<file path="src/rtl/dcache_lookup_ctrl.sv">
// dcache_lookup_ctrl
// L1 data-cache lookup and miss controller sitting in front of the tag array.
// Accepts one address at a time and drives the tag array index. It compares
// every way's returned tag to detect a hit. On a miss it picks a victim and
// requests a line refill. When the refill completes it writes the new tag,
// then responds.
//
// Build option:
//   DCACHE_PLRU_EN  defined   -> per-set tree pseudo-LRU (NUM_WAYS-1 bits/set)
//                   undefined -> one global round-robin victim counter
//
// Ports:
//   clk, rst_n                 clock, asynchronous active-low reset
//   req_valid/req_ready        request handshake; req_addr = byte address
//   rsp_valid/rsp_hit/rsp_way  one-cycle response pulse, hit flag, way
//   ta_index                   tag array set index (held LOOKUP..FILL)
//   ta_we/ta_way/ta_tag_in     tag array write port (FILL only)
//   ta_tag_out/ta_valid_out    per-way tag/valid, combinational read
//   refill_req_valid/ready     refill request handshake to next level
//   refill_req_addr            line-aligned refill address
//   refill_done                refill completion pulse
//
// state     | meaning
// ----------+-----------------------------------------------
// IDLE      | ready for a request
// LOOKUP    | compare tag array outputs, choose hit way/victim
// MISS_REQ  | hold refill request until next level accepts
// MISS_WAIT | wait for refill_done
// FILL      | write new tag, mark way locally valid
// RESP      | one-cycle response pulse
module dcache_lookup_ctrl #(
  parameter int TAG_W    = 20,
  parameter int NUM_SETS = 64,
  parameter int NUM_WAYS = 4,
  parameter int ADDR_W   = 32
) (
  input  logic                         clk,
  input  logic                         rst_n,
  input  logic                         req_valid,
  output logic                         req_ready,
  input  logic [ADDR_W-1:0]            req_addr,
  output logic                         rsp_valid,
  output logic                         rsp_hit,
  output logic [$clog2(NUM_WAYS)-1:0]  rsp_way,
  output logic [$clog2(NUM_SETS)-1:0]  ta_index,
  output logic [$clog2(NUM_WAYS)-1:0]  ta_way,
  output logic [TAG_W-1:0]             ta_tag_in,
  output logic                         ta_we,
  input  logic [NUM_WAYS*TAG_W-1:0]    ta_tag_out,
  input  logic [NUM_WAYS-1:0]          ta_valid_out,
  output logic                         refill_req_valid,
  input  logic                         refill_req_ready,
  output logic [ADDR_W-1:0]            refill_req_addr,
  input  logic                         refill_done
);

  localparam int IDX_W = $clog2(NUM_SETS);
  localparam int WAY_W = $clog2(NUM_WAYS);
  localparam int OFF_W = ADDR_W - TAG_W - IDX_W;

  typedef enum logic [2:0] {
    S_IDLE      = 3'd0,
    S_LOOKUP    = 3'd1,
    S_MISS_REQ  = 3'd2,
    S_MISS_WAIT = 3'd3,
    S_FILL      = 3'd4,
    S_RESP      = 3'd5
  } state_t;

  state_t state, state_nxt;

  logic [TAG_W-1:0] tag_q;
  logic [IDX_W-1:0] idx_q;
  logic [WAY_W-1:0] way_q;
  logic             hit_q;

  // Local valid bitmap: the tag array's valid bits are not reset, so a line
  // only counts once this controller has filled it since the last reset.
  logic [NUM_SETS-1:0][NUM_WAYS-1:0] lvalid;

  logic             hit_any;
  logic [WAY_W-1:0] hit_way;
  logic             free_any;
  logic [WAY_W-1:0] free_way;
  logic [WAY_W-1:0] pol_way;
  logic [WAY_W-1:0] victim;

  logic unused_offset;
  assign unused_offset = ^req_addr[OFF_W-1:0];

  // Hit detection; scanning high to low leaves the lowest hitting way.
  always_comb begin
    hit_any = 1'b0;
    hit_way = '0;
    for (int w = NUM_WAYS - 1; w >= 0; w--) begin
      if (lvalid[idx_q][w] && ta_valid_out[w] &&
          (ta_tag_out[w*TAG_W +: TAG_W] == tag_q)) begin
        hit_any = 1'b1;
        hit_way = WAY_W'(w);
      end
    end
  end

  // Lowest way not yet filled in this set takes priority over the policy.
  always_comb begin
    free_any = 1'b0;
    free_way = '0;
    for (int w = NUM_WAYS - 1; w >= 0; w--) begin
      if (!lvalid[idx_q][w]) begin
        free_any = 1'b1;
        free_way = WAY_W'(w);
      end
    end
  end

  assign victim = free_any ? free_way : pol_way;

`ifdef DCACHE_PLRU_EN
  // Tree bits are heap-ordered: node 0 is the root, children of n are
  // 2n+1 (lower half) and 2n+2 (upper half). A bit of 0 steers the victim
  // search toward the lower half.
  logic [NUM_SETS-1:0][NUM_WAYS-2:0] plru;
  logic [NUM_WAYS-2:0]               plru_set;

  assign plru_set = plru[idx_q];

  function automatic logic [NUM_WAYS-2:0] plru_touch(
    input logic [NUM_WAYS-2:0] bits,
    input logic [WAY_W-1:0]    way
  );
    logic [NUM_WAYS-2:0] b;
    int                  n;
    b = bits;
    n = 0;
    for (int l = 0; l < WAY_W; l++) begin
      // Point away from the touched way at every node on its path.
      b[n] = ~way[WAY_W-1-l];
      n    = 2 * n + 1 + int'(way[WAY_W-1-l]);
    end
    return b;
  endfunction

  always_comb begin
    int node;
    node    = 0;
    pol_way = '0;
    for (int l = 0; l < WAY_W; l++) begin
      pol_way[WAY_W-1-l] = plru_set[node];
      node = 2 * node + 1 + int'(plru_set[node]);
    end
  end

  always_ff @(posedge clk or negedge rst_n) begin
    if (!rst_n) begin
      plru <= '0;
    end else if (state == S_LOOKUP && hit_any) begin
      plru[idx_q] <= plru_touch(plru_set, hit_way);
    end else if (state == S_FILL) begin
      plru[idx_q] <= plru_touch(plru_set, way_q);
    end
  end
`else
  // Round-robin only advances when the victim actually came from it, not
  // when a free way was used.
  logic [WAY_W-1:0] rr_cnt;
  logic             use_pol_q;

  assign pol_way = rr_cnt;

  always_ff @(posedge clk or negedge rst_n) begin
    if (!rst_n) begin
      rr_cnt    <= '0;
      use_pol_q <= 1'b0;
    end else begin
      if (state == S_LOOKUP) begin
        use_pol_q <= !free_any;
      end
      if (state == S_FILL && use_pol_q) begin
        rr_cnt <= rr_cnt + 1'b1;
      end
    end
  end
`endif

  always_ff @(posedge clk or negedge rst_n) begin
    if (!rst_n) begin
      state <= S_IDLE;
    end else begin
      state <= state_nxt;
    end
  end

  always_comb begin
    state_nxt        = state;
    req_ready        = 1'b0;
    rsp_valid        = 1'b0;
    rsp_hit          = 1'b0;
    rsp_way          = '0;
    ta_we            = 1'b0;
    ta_way           = '0;
    ta_tag_in        = '0;
    refill_req_valid = 1'b0;
    refill_req_addr  = '0;
    case (state)
      S_IDLE: begin
        // Gated by rst_n so ready stays low for the whole reset window.
        req_ready = rst_n;
        if (req_valid) begin
          state_nxt = S_LOOKUP;
        end
      end
      S_LOOKUP: begin
        state_nxt = hit_any ? S_RESP : S_MISS_REQ;
      end
      S_MISS_REQ: begin
        refill_req_valid = 1'b1;
        refill_req_addr  = {tag_q, idx_q, {OFF_W{1'b0}}};
        if (refill_req_ready) begin
          state_nxt = S_MISS_WAIT;
        end
      end
      S_MISS_WAIT: begin
        if (refill_done) begin
          state_nxt = S_FILL;
        end
      end
      S_FILL: begin
        ta_we     = 1'b1;
        ta_way    = way_q;
        ta_tag_in = tag_q;
        state_nxt = S_RESP;
      end
      S_RESP: begin
        rsp_valid = 1'b1;
        rsp_hit   = hit_q;
        rsp_way   = way_q;
        state_nxt = S_IDLE;
      end
      default: begin
        state_nxt = S_IDLE;
      end
    endcase
  end

  assign ta_index = idx_q;

  always_ff @(posedge clk or negedge rst_n) begin
    if (!rst_n) begin
      tag_q  <= '0;
      idx_q  <= '0;
      way_q  <= '0;
      hit_q  <= 1'b0;
      lvalid <= '0;
    end else begin
      case (state)
        S_IDLE: begin
          if (req_valid) begin
            tag_q <= req_addr[ADDR_W-1 -: TAG_W];
            idx_q <= req_addr[OFF_W +: IDX_W];
          end
        end
        S_LOOKUP: begin
          hit_q <= hit_any;
          way_q <= hit_any ? hit_way : victim;
        end
        S_FILL: begin
          lvalid[idx_q][way_q] <= 1'b1;
        end
        default: begin
        end
      endcase
    end
  end

endmodule

</file>
<file path="config.mk">
export PLATFORM = sky130hd
export DESIGN_NAME = dcache_lookup_ctrl
export DESIGN_NICKNAME = d
export VERILOG_FILES = /design/src/rtl/dcache_lookup_ctrl.sv
export SDC_FILE = /design/constraint.sdc
export NUM_CORES = 1
export LEC_CHECK = 0
export BUFFER_PORTS_ARGS = -buffer_cell sky130_fd_sc_hd__buf_4
export CAP_MARGIN = 20
export CORE_ASPECT_RATIO = 1.1
export CORE_MARGIN = 4
export CORE_UTILIZATION = 58
export CTS_CLUSTER_SIZE = 16
export DETAILED_ROUTE_END_ITERATION = 8
export GPL_TIMING_DRIVEN = 0
export PLACE_DENSITY_LB_ADDON = 0.05
export REMOVE_ABC_BUFFERS = 1
export SLEW_MARGIN = 10
export SYNTH_ARGS = -nofsm -noshare
export SYNTH_HDL_FRONTEND = slang
export SYNTH_SLANG_ARGS = --single-unit
</file>
<file path="constraint.sdc">
create_clock -name clk -period 3.7 [get_ports clk]
set_input_delay 0.185 -clock clk [delete_from_list [all_inputs] [get_ports clk]]
set_output_delay 0.185 -clock clk [all_outputs]
set_load 0.05 [all_outputs]
</file>
# --- After elaboration in Yosys (flattened, before gate mapping) ---
# Cells that the tools add are included.
totals:
  output_inout_bits: 67
  regBits: 291
  inputBits: 121
  word_cells: 142
op_classes:
  n_lt_le_gt_ge: 4
  n_eq_ne: 12
  muxes: 38
  reduce_logical: 15
  bitwise: 1
  addsub: 1
ops:
  columns: ["operator", "count"]
  rows:
  - ["OR 256 bit", 1]
  - ["equality test 20 bit", 4]
  - ["two-way mux 32 bit", 1]
  - ["binary-select mux 4 bit (select 6 bit)", 1]
  - ["demux 4 bit (select 6 bit)", 1]
  - ["two-way mux 2 bit", 12]
  - ["two-way mux 20 bit", 1]
  - ["case mux 3 bit (5 select lines)", 1]
  - ["two-way mux 1 bit", 14]
  - ["two-way mux 3 bit", 4]
  - ["logical AND 1 bit", 11]
  - ["two-way mux 4 bit", 2]
  - ["< comparator 6 x 7 -> 1 bit, second input constant", 1]
  - ["equality test 3 x 2 -> 1 bit, second input constant", 2]
  - ["equality test 3 bit, second input constant", 2]
  - [">= comparator 6 x 1 -> 1 bit, second input constant", 1]
  - ["!= test 2 bit, second input constant", 3]
  - ["equality test 3 x 1 -> 1 bit, second input constant", 1]
  - ["logical NOT 3 bit", 1]
  - ["< comparator 2 x 3 -> 1 bit, second input constant", 1]
  - ["AND reduction 3 bit", 1]
  - ["adder 2 x 1 -> 2 bit, second input constant", 1]
  - ["demux 1 bit (select 2 bit)", 1]
  - [">= comparator 2 x 1 -> 1 bit, second input constant", 1]
  - ["2 further kinds", 2]

# --- Longest topological paths before layout ---
# Gate-level depths: netlist of run 1.
logic_depth:
  ltp_word: 10
  mapped_depth: 12
  ltp_nobuf: 8

# --- Least setup slack after synthesis of run 1 ---
# No wires, ideal clock.
synth_timing:
  kind: "register -> register"
  from: "reg idx_q[2], in the netlist ta_index[2]"
  to: "reg state[2]"
  slack_ns: 0.757
  required_time_ns: 3.569
  n_path_buf: 3
  stages_incl_launch_ff: 12
  setup_ns: 0.131
  period_less_slack_ns: 2.943
  arrival_ns: 2.812
  cell_sequence: "dfrtp_1 -> buf_6 -> buf_8 -> buf_8 -> mux2_1 -> a221oi_1 -> o21ai_1 -> o211a_1 -> o31ai_1 -> o21ai_1 -> o21a_1 -> or3_1"
synth_via:
  elab_chain_cells: 10
  word_cells_on_any_way: 16
  classes_between: "8 x mux; 8 x reduce/logical"
synth_rtl:
  columns: ["element", "line_no", "rtl"]
  rows:
  - ["from (decl)", "73", "logic [IDX_W-1:0] idx_q;"]
  - ["from (signal assigned)", "259", "idx_q <= req_addr[OFF_W +: IDX_W];"]
  - ["binary-select mux 4 bit (select 6 bit) (*)", "96", "if (lvalid[idx_q][w] && ta_valid_out[w] &&"]
  - ["two-way mux 4 bit (implied by the code) (*)", "96", null]
  - ["logical AND 1 bit (2 in series)", "96", null]
  - ["two-way mux 1 bit (3 in series)", "96", null]
  - ["two-way mux 1 bit (*)", "96", null]
  - ["two-way mux 3 bit (*)", "213", "state_nxt = hit_any ? S_RESP : S_MISS_REQ;"]
  - ["case mux 3 bit (5 select lines) (*)", "204", "case (state)"]
  - ["to (signal assigned)", "189", "state <= state_nxt;"]
  - ["to (decl)", "70", "state_t state, state_nxt;"]
# Every way passes the cells marked *; elsewhere a longest branch is shown, timed or not. The select of a mux whose other input is x is not followed.
# A chain may end at the register's enable or synchronous reset.

# --- Worst setup path after layout of run 1 ---
layout_timing:
  from: "reg idx_q[0], in the netlist ta_index[0]"
  to: "reg state[2]"
# The elaborated chain is that of the path after synthesis.

==> summary.md, run 1 <==
| Metric | Value |
|---|---|
| Synth Register Bits | 291 |
| Vias in the first global route | 11860 |
| Synth Cell Area | 14320 um^2 |
| Post-route setup slack | 0.1624 ns |
| TritonCTS Buffers | 30 |
| TritonCTS clock tree | done |
| Most common flop cell mapped by yosys | dfrtp_1 |
| Max-slew violations | 0 |
| Max_slew headroom | 21.11% |
| Worst-path clk slew | 0.06 ns |
| Clock Path Buffers | 3 |
| Slew @ Worst Pin | 1.181 ns |
| Pwr Density | 732.1 nW/um^2 |
| Nets | 1552 |
| Wirelength per Cell | 24.53 um |
| Min-Delay Path Class | in2reg |
| Number of setup violations in the final report | 0 |
| Critical path class | reg2reg |
| Setup TNS | 0 ns |
| DPL Wire Length | 29.53 mm |
| PortBufs | 175 |
| Largest area contributor in the netlist | dfrtp_1 |
| Post-synth ARST share | 100.0% |
| Critical path arrival | 3.96 ns |
| Clk_lat worst skew | 0.56 ns |
| Clk sink count | 291 |
| Synth unique cells | 69 |
| Max VDD drop | 0.5839 mV |
| Clk_skew | 0.01613 ns |
| Site row count | 60 |
| Drt first-iter violations | 862 |
| Layout cell share with drive strength beyond 1 | 21.79% |
| RePlAce Congestion | 0.8497 |
| Initial antenna violation count | 0 |
| Area contributors post-synth | dfrtp_1 51%, a21o_1 7.5%, o21bai_1 6.1%, mux2i_1 3.8%, xnor2_1 3.5% |
| Crit path max fanout | 37 |
| Via density | 6.305 |
| Syn Inst Count | 1285 |
| Critical path required time | 4.12 ns |
| Synth-to-Final Area Change | 20.92% |
| Total track usage | 32.00% |
| Die H | 172.8 um |
| # diodes | 0 |
| Total global routing overflow | 0 |
| H-tree levels | 1 |
| Final ANT Viol Nets | 0 |
| Worst setup EP type | register |
| Startpoint Class | register |
| Starting Density | 58.70% |
| Seq/Total Area, Yosys | 50.84% |
| Via Count | 11130 |
| Leakage power | 8.896 nW |
| F_max | 282.7 MHz |
| Root Buffer | clkbuf_16 |
| Top-area cell type share of the netlist area | 50.84% |
| RSZ-0062 raised after global routing | no |
| Worst Reg-to-Reg Cells | 9 |
| Status | complete, no violations |
| Die Footprint | 27280 um^2 |
| Post-route DRC | 0 |
| Place WS | -0.5344 ns |
| Pwr Total | 12.68 mW |
| Fin. Hold Viols | 0 |
| Hold depth | 4 |
| # Max-Cap Violations | 0 |
| Number of enable flip-flop cells after synthesis | 0 |
| Core area | 24400 um^2 |
| Pin count of the biggest net entering global routing | 106 |
| Die width | 157.8 um |
| Final worst path period need | 3.538 ns |
| Syn avg cell area | 11.15 um^2 |
| Io pins | 188 |
| Routed Wire Length | 43.30 mm |
| First-pass GRT wire length | 68.25 mm |
| Initial DRT Pass Iterations | 5 |
| Yosys synthesis warning count | 0 |
| Part of the cycle the worst path needs | 95.61% |
sequential cells by signal, summed over array words and instances (netlist names):
| name | count |
|---|---|
| hit_q | 1 |
| pol_way | 2 |
| use_pol_q | 1 |
| way_q | 2 |
| tag_q | 20 |
| state | 3 |
| lvalid | 256 |
| ta_index | 6 |
stage by stage:
| step | cells | utilization (%) | instance area [um^2] | hold slack [ns] |
|---|---|---|---|---|
| global route | 1765 | 70.98 | 17320 | 0.1337 |
| global placement | 1660 | 63.30 | 15440 | 0.3901 |
| CTS | 1763 | 70.86 | 17290 | 0.09405 |
| finish | 1765 | 70.98 | 17320 | 0.1081 |
| floorplan | 1175 | - | 13740 | -0.1106 |
| detailed placement | 1676 | 64.98 | 15860 | 0.08871 |
worst max-delay path: stages (launching register included):
cell and delay, ns:
dfrtp_4 0.63, buf_12 0.24, and2_4 0.32, a221oi_1 0.35, o21ai_0 0.22, a2111oi_2 0.66, and2_1 0.26, o21ai_1 0.12
o21a_1 0.24, or3_1 0.34
worst paths after layout:
path / from / endpoint / slack, ns
setup / recovery: ta_index[0]$_DFFE_PN0P_ / state[2]$_DFFE_PN0P_ / 0.16
hold / removal: ta_valid_out[1] / state[1]$_DFFE_PN0P_ / 0.11
setup reg to reg: ta_index[0]$_DFFE_PN0P_ / state[2]$_DFFE_PN0P_ / 0.16
hold reg to reg: lvalid[244]$_DFFE_PN0P_ / lvalid[244]$_DFFE_PN0P_ / 0.45
max in group asynchronous: rst_n / lvalid[180]$_DFFE_PN0P_ / 2.07
min in group asynchronous: rst_n / lvalid[75]$_DFFE_PN0P_ / 0.12
cell families after synthesis:
group,Yosys count,synth area share (%)
other,1,0.02618
AO/OA/AOI/OAI,407,21.43
XOR/XNOR,82,5.014
flip-flops,291,50.84
buffers and inverters,118,4.263
multiplexers,87,6.753
AND/OR/NAND/NOR,299,11.67
layout make-up:
cell class / count / area [um^2]
Fill cell: 1741 / 7079
Clock buffer: 38 / 842.1
Tap cell: 310 / 387.9
Multi-Input combinational cell: 881 / 6506
Sequential cell: 291 / 7291
Timing Repair Buffer: 224 / 2019
Inverter: 3 / 11.26
Clock inverter: 18 / 261.5
synth_stat cells (6+ instances only):
cell type,number
nor3b_1,9
buf_4,10
nor3_1,13
o22ai_1,15
mux2i_1,55
a22oi_1,16
o21ai_1,6
o221ai_1,7
nand2_1,57
nand2b_1,19
o22a_1,15
and3_1,26
buf_6,10
a221oi_1,24
or3b_2,11
o21bai_1,116
clkbuf_1,70
xnor2_1,57
a21oi_1,18
a21o_1,143
buf_2,17
mux2_2,26
nor2b_1,7
nor4_1,11
xor2_1,25
nand3_1,17
and2_1,35
o21ai_0,15
nor2_1,44
dfrtp_1,291
nand4_1,21
where the power goes:
part           internal, mW  switching, mW
logic                  1.86           3.07
clock network          2.03           1.31
registers              3.59          0.812
total                  7.49           5.19
per-layer routing:
metal | share of wire [%] | global-route usage [%] | vias up
met5 | 0 | 0 | -
met4 | 3.4 | 10.54 | 0
met3 | 7.0 | 5.807 | 78
met2 | 49 | 53.35 | 463
met1 | 40 | 42.33 | 5644
li1 | - | - | 4944
layout by cell type, fill, tap and decap left out, drive strengths merged, types with 16 or more instances in the layout:
cell type / netlist / final
dfrtp: 291 / 291
buf: 45 / 193
a21o: 143 / 143
o21bai: 116 / 116
xnor2: 57 / 57
nand2: 57 / 57
mux2i: 55 / 55
nor2: 45 / 45
clkbuf: 70 / 39
and2: 36 / 36
dlygate4sd3: 0 / 30
mux2: 27 / 27
and3: 26 / 26
xor2: 25 / 25
a221oi: 25 / 25
nand4: 21 / 21
o21ai: 21 / 21
nand2b: 19 / 19
a21oi: 18 / 18
nand3: 17 / 17
a22oi: 16 / 16
what timing repair did:
item                                    CTS  global route
endpoints found under the setup margin    7             1
endpoints found under the hold margin   150             0
pin swaps                                 0             0
gates resized for setup                   3             3
setup buffers                             1             1
hold buffers                             30             0
(Power assumes the default switching activity.)
==> run 2: changes to the inputs <==
Settings changed: RECOVER_POWER set to 25, TNS_END_PERCENT set to 5.
==> run 2 against run 1 <==
The flow now finishes with violations (max-capacitance violations, max-slew violations). Non-clock buffer count stayed put. Clock power hardly changed. Die area unchanged. Register-to-register slack about the same. Total power is essentially flat. Clock skew unchanged. Fmax is essentially flat. Largest power group unchanged.
==> summary.md, run 2 (synthesis gave the netlist of run 1 again) <==
| Metric | Value |
|---|---|
| Die H | 172.8 um |
| Commonest non-fill, non-tap cell in the layout | dfrtp_1 |
| Critical path arrival | 3.96 ns |
| Pin count of the biggest net entering global routing | 106 |
| Vias in the first global route | 11860 |
| Number of setup violations in the final report | 0 |
| Total track usage | 32.00% |
| Max_slew headroom | -53.69% |
| Final instance area | 17310 um^2 |
| Post-route DRC | 0 |
| TritonCTS clock tree | done |
| H-tree levels | 1 |
| Initial antenna violation count | 0 |
| Terminus of the critical flop-to-flop path | state[2]$_DFFE_PN0P_ |
| First-pass GRT wire length | 68.25 mm |
| Place WS | -0.5344 ns |
| Final ANT Viol Nets | 0 |
| CP max stage cell | a2111oi_2 |
| Pwr Density | 732.5 nW/um^2 |
| F_max | 282.7 MHz |
| Core area | 24400 um^2 |
| CP Buf/Inv Count | 1 |
| Worst-path clk slew | 0.06 ns |
| Hold endpoint | state[1]$_DFFE_PN0P_ |
| Startpoint Class | register |
| Pwr Total | 12.68 mW |
| Post-DP Area | 15860 um^2 |
| RePlAce Congestion | 0.8497 |
| Site row count | 60 |
| R2R Setup Slk | 0.16 ns |
| RSZ-0062 raised after global routing | no |
| Root Buffer | clkbuf_16 |
| Critical path required time | 4.12 ns |
| FILL cells | 1742 |
| Cells along the critical path | buf_12 > and2_4 > a221oi_1 > o21ai_0 > a2111oi_2 > and2_1 > o21ai_1 > o21a_1 > or3_1 |
| Worst setup EP type | register |
| Hold WS | 0.1081 ns |
| # diodes | 0 |
| Starting Density | 58.70% |
| Critical path class | reg2reg |
| Clk_lat worst skew | 0.56 ns |
| DPL Wire Length | 29.53 mm |
| Part of the cycle the worst path needs | 95.61% |
| Clk_skew | 0.01613 ns |
| Max VDD drop | 0.5839 mV |
| Via density | 6.305 |
| TritonCTS Buffers | 30 |
| Setup TNS | 0 ns |
| Layout cell share with drive strength beyond 1 | 21.72% |
| Synth-to-Final Area Change | 20.84% |
| Min-delay src | ta_valid_out[1] |
| Routed Wire Length | 43.29 mm |
| Hold depth | 4 |
| Worst Reg-to-Reg Cells | 9 |
| Wirelength per Cell | 24.53 um |
| Io pins | 188 |
| PortBufs | 175 |
| Most frequent cells in the layout | 288 x dfrtp_1, 175 x buf_4, 143 x a21o_1 |
| Drt first-iter violations | 862 |
| Clk sink count | 291 |
| Initial DRT Pass Iterations | 5 |
| Min-Delay Path Class | in2reg |
| Largest register FFs | 256 |
| Multi-input logic area | 6506 um^2 |
| Die width | 157.8 um |
| Fin. Hold Viols | 0 |
| Max incr delay on CP | 0.66 ns |
| Status | finished, violations left |
| Worst flop-to-flop path startpoint | ta_index[0]$_DFFE_PN0P_ |
| Via Count | 11130 |
| Top reg by flops | lvalid |
| # Max-Cap Violations | 1 |
| Crit path max fanout | 37 |
| Slew @ Worst Pin | 2.305 ns |
| Nets | 1552 |
| Total global routing overflow | 0 |
| Final worst path period need | 3.538 ns |
| Post-route setup slack | 0.1624 ns |
| Leakage power | 8.890 nW |
| Total area of sequential cells | 7291 um^2 |
| Max-slew violations | 39 |
| Die Footprint | 27280 um^2 |
| Clock Path Buffers | 3 |
| Failing checks | max-capacitance violations, max-slew violations |
| CP top delay family | compound AO/OA/AOI/OAI gates |
run 2: how the worst max path moves through the flow:
stage	start	end	slack [ns]	cells past startpoint
3_3_place_gp	ta_index[2]$_DFFE_PN0P_	state[2]$_DFFE_PN0P_	-4.58	8
4_1_cts	ta_index[1]$_DFFE_PN0P_	state[2]$_DFFE_PN0P_	0.03	10
6_report	ta_index[0]$_DFFE_PN0P_	state[2]$_DFFE_PN0P_	0.16	9
3_5_place_dp	ta_index[2]$_DFFE_PN0P_	state[2]$_DFFE_PN0P_	-0.53	10
2_1_floorplan	ta_index[2]$_DFFE_PN0P_	state[2]$_DFFE_PN0P_	-1.94	8
5_1_grt	ta_index[0]$_DFFE_PN0P_	state[2]$_DFFE_PN0P_	0.04	9
run 2: tightest hold or removal path, stage by stage:
cell	delay [ns]
buf_4	0.11
nand4_1	0.07
o22ai_1	0.11
o22ai_1	0.12
run 2: area by class of cell:
| class | count | area share (%) |
|---|---|---|
| multi-input cells | 881 | 37.59 |
| flip-flops and latches | 291 | 42.12 |
| inverters | 3 | 0.06506 |
| clock buffers | 38 | 4.865 |
| repair buffers | 224 | 11.60 |
| well taps | 310 | 2.241 |
| clock inverters | 18 | 1.511 |
run 2: metrics by stage:
stage               instances  utilization, %
global route             1765           70.94
floorplan                1175               -
finish                   1765           70.94
CTS                      1763           70.86
global placement         1660           63.30
detailed placement       1676           64.98
run 2: metal layers:
metal / up-vias / global-route usage [%] / wire, um
li1: 4944 / - / -
met1: 5644 / 42.33 / 17390
met2: 463 / 53.35 / 21380
met3: 78 / 5.807 / 3035
met4: 0 / 10.54 / 1487
met5: - / 0 / 0
run 2: repair_timing:
action | 4_1_cts | 5_1_grt
resized for setup | 3 | 3
setup endpoints to repair | 7 | 1
buffers inserted | 1 | 1
hold buffers | 30 | 0
hold endpoints to repair | 150 | 0
run 2: power by group:
| group | switching (mW) | leakage [nW] | internal [mW] |
|---|---|---|---|
| logic | 3.07 | 4.35 | 1.86 |
| registers | 0.812 | 3.99 | 3.59 |
| clock network | 1.31 | 0.546 | 2.03 |
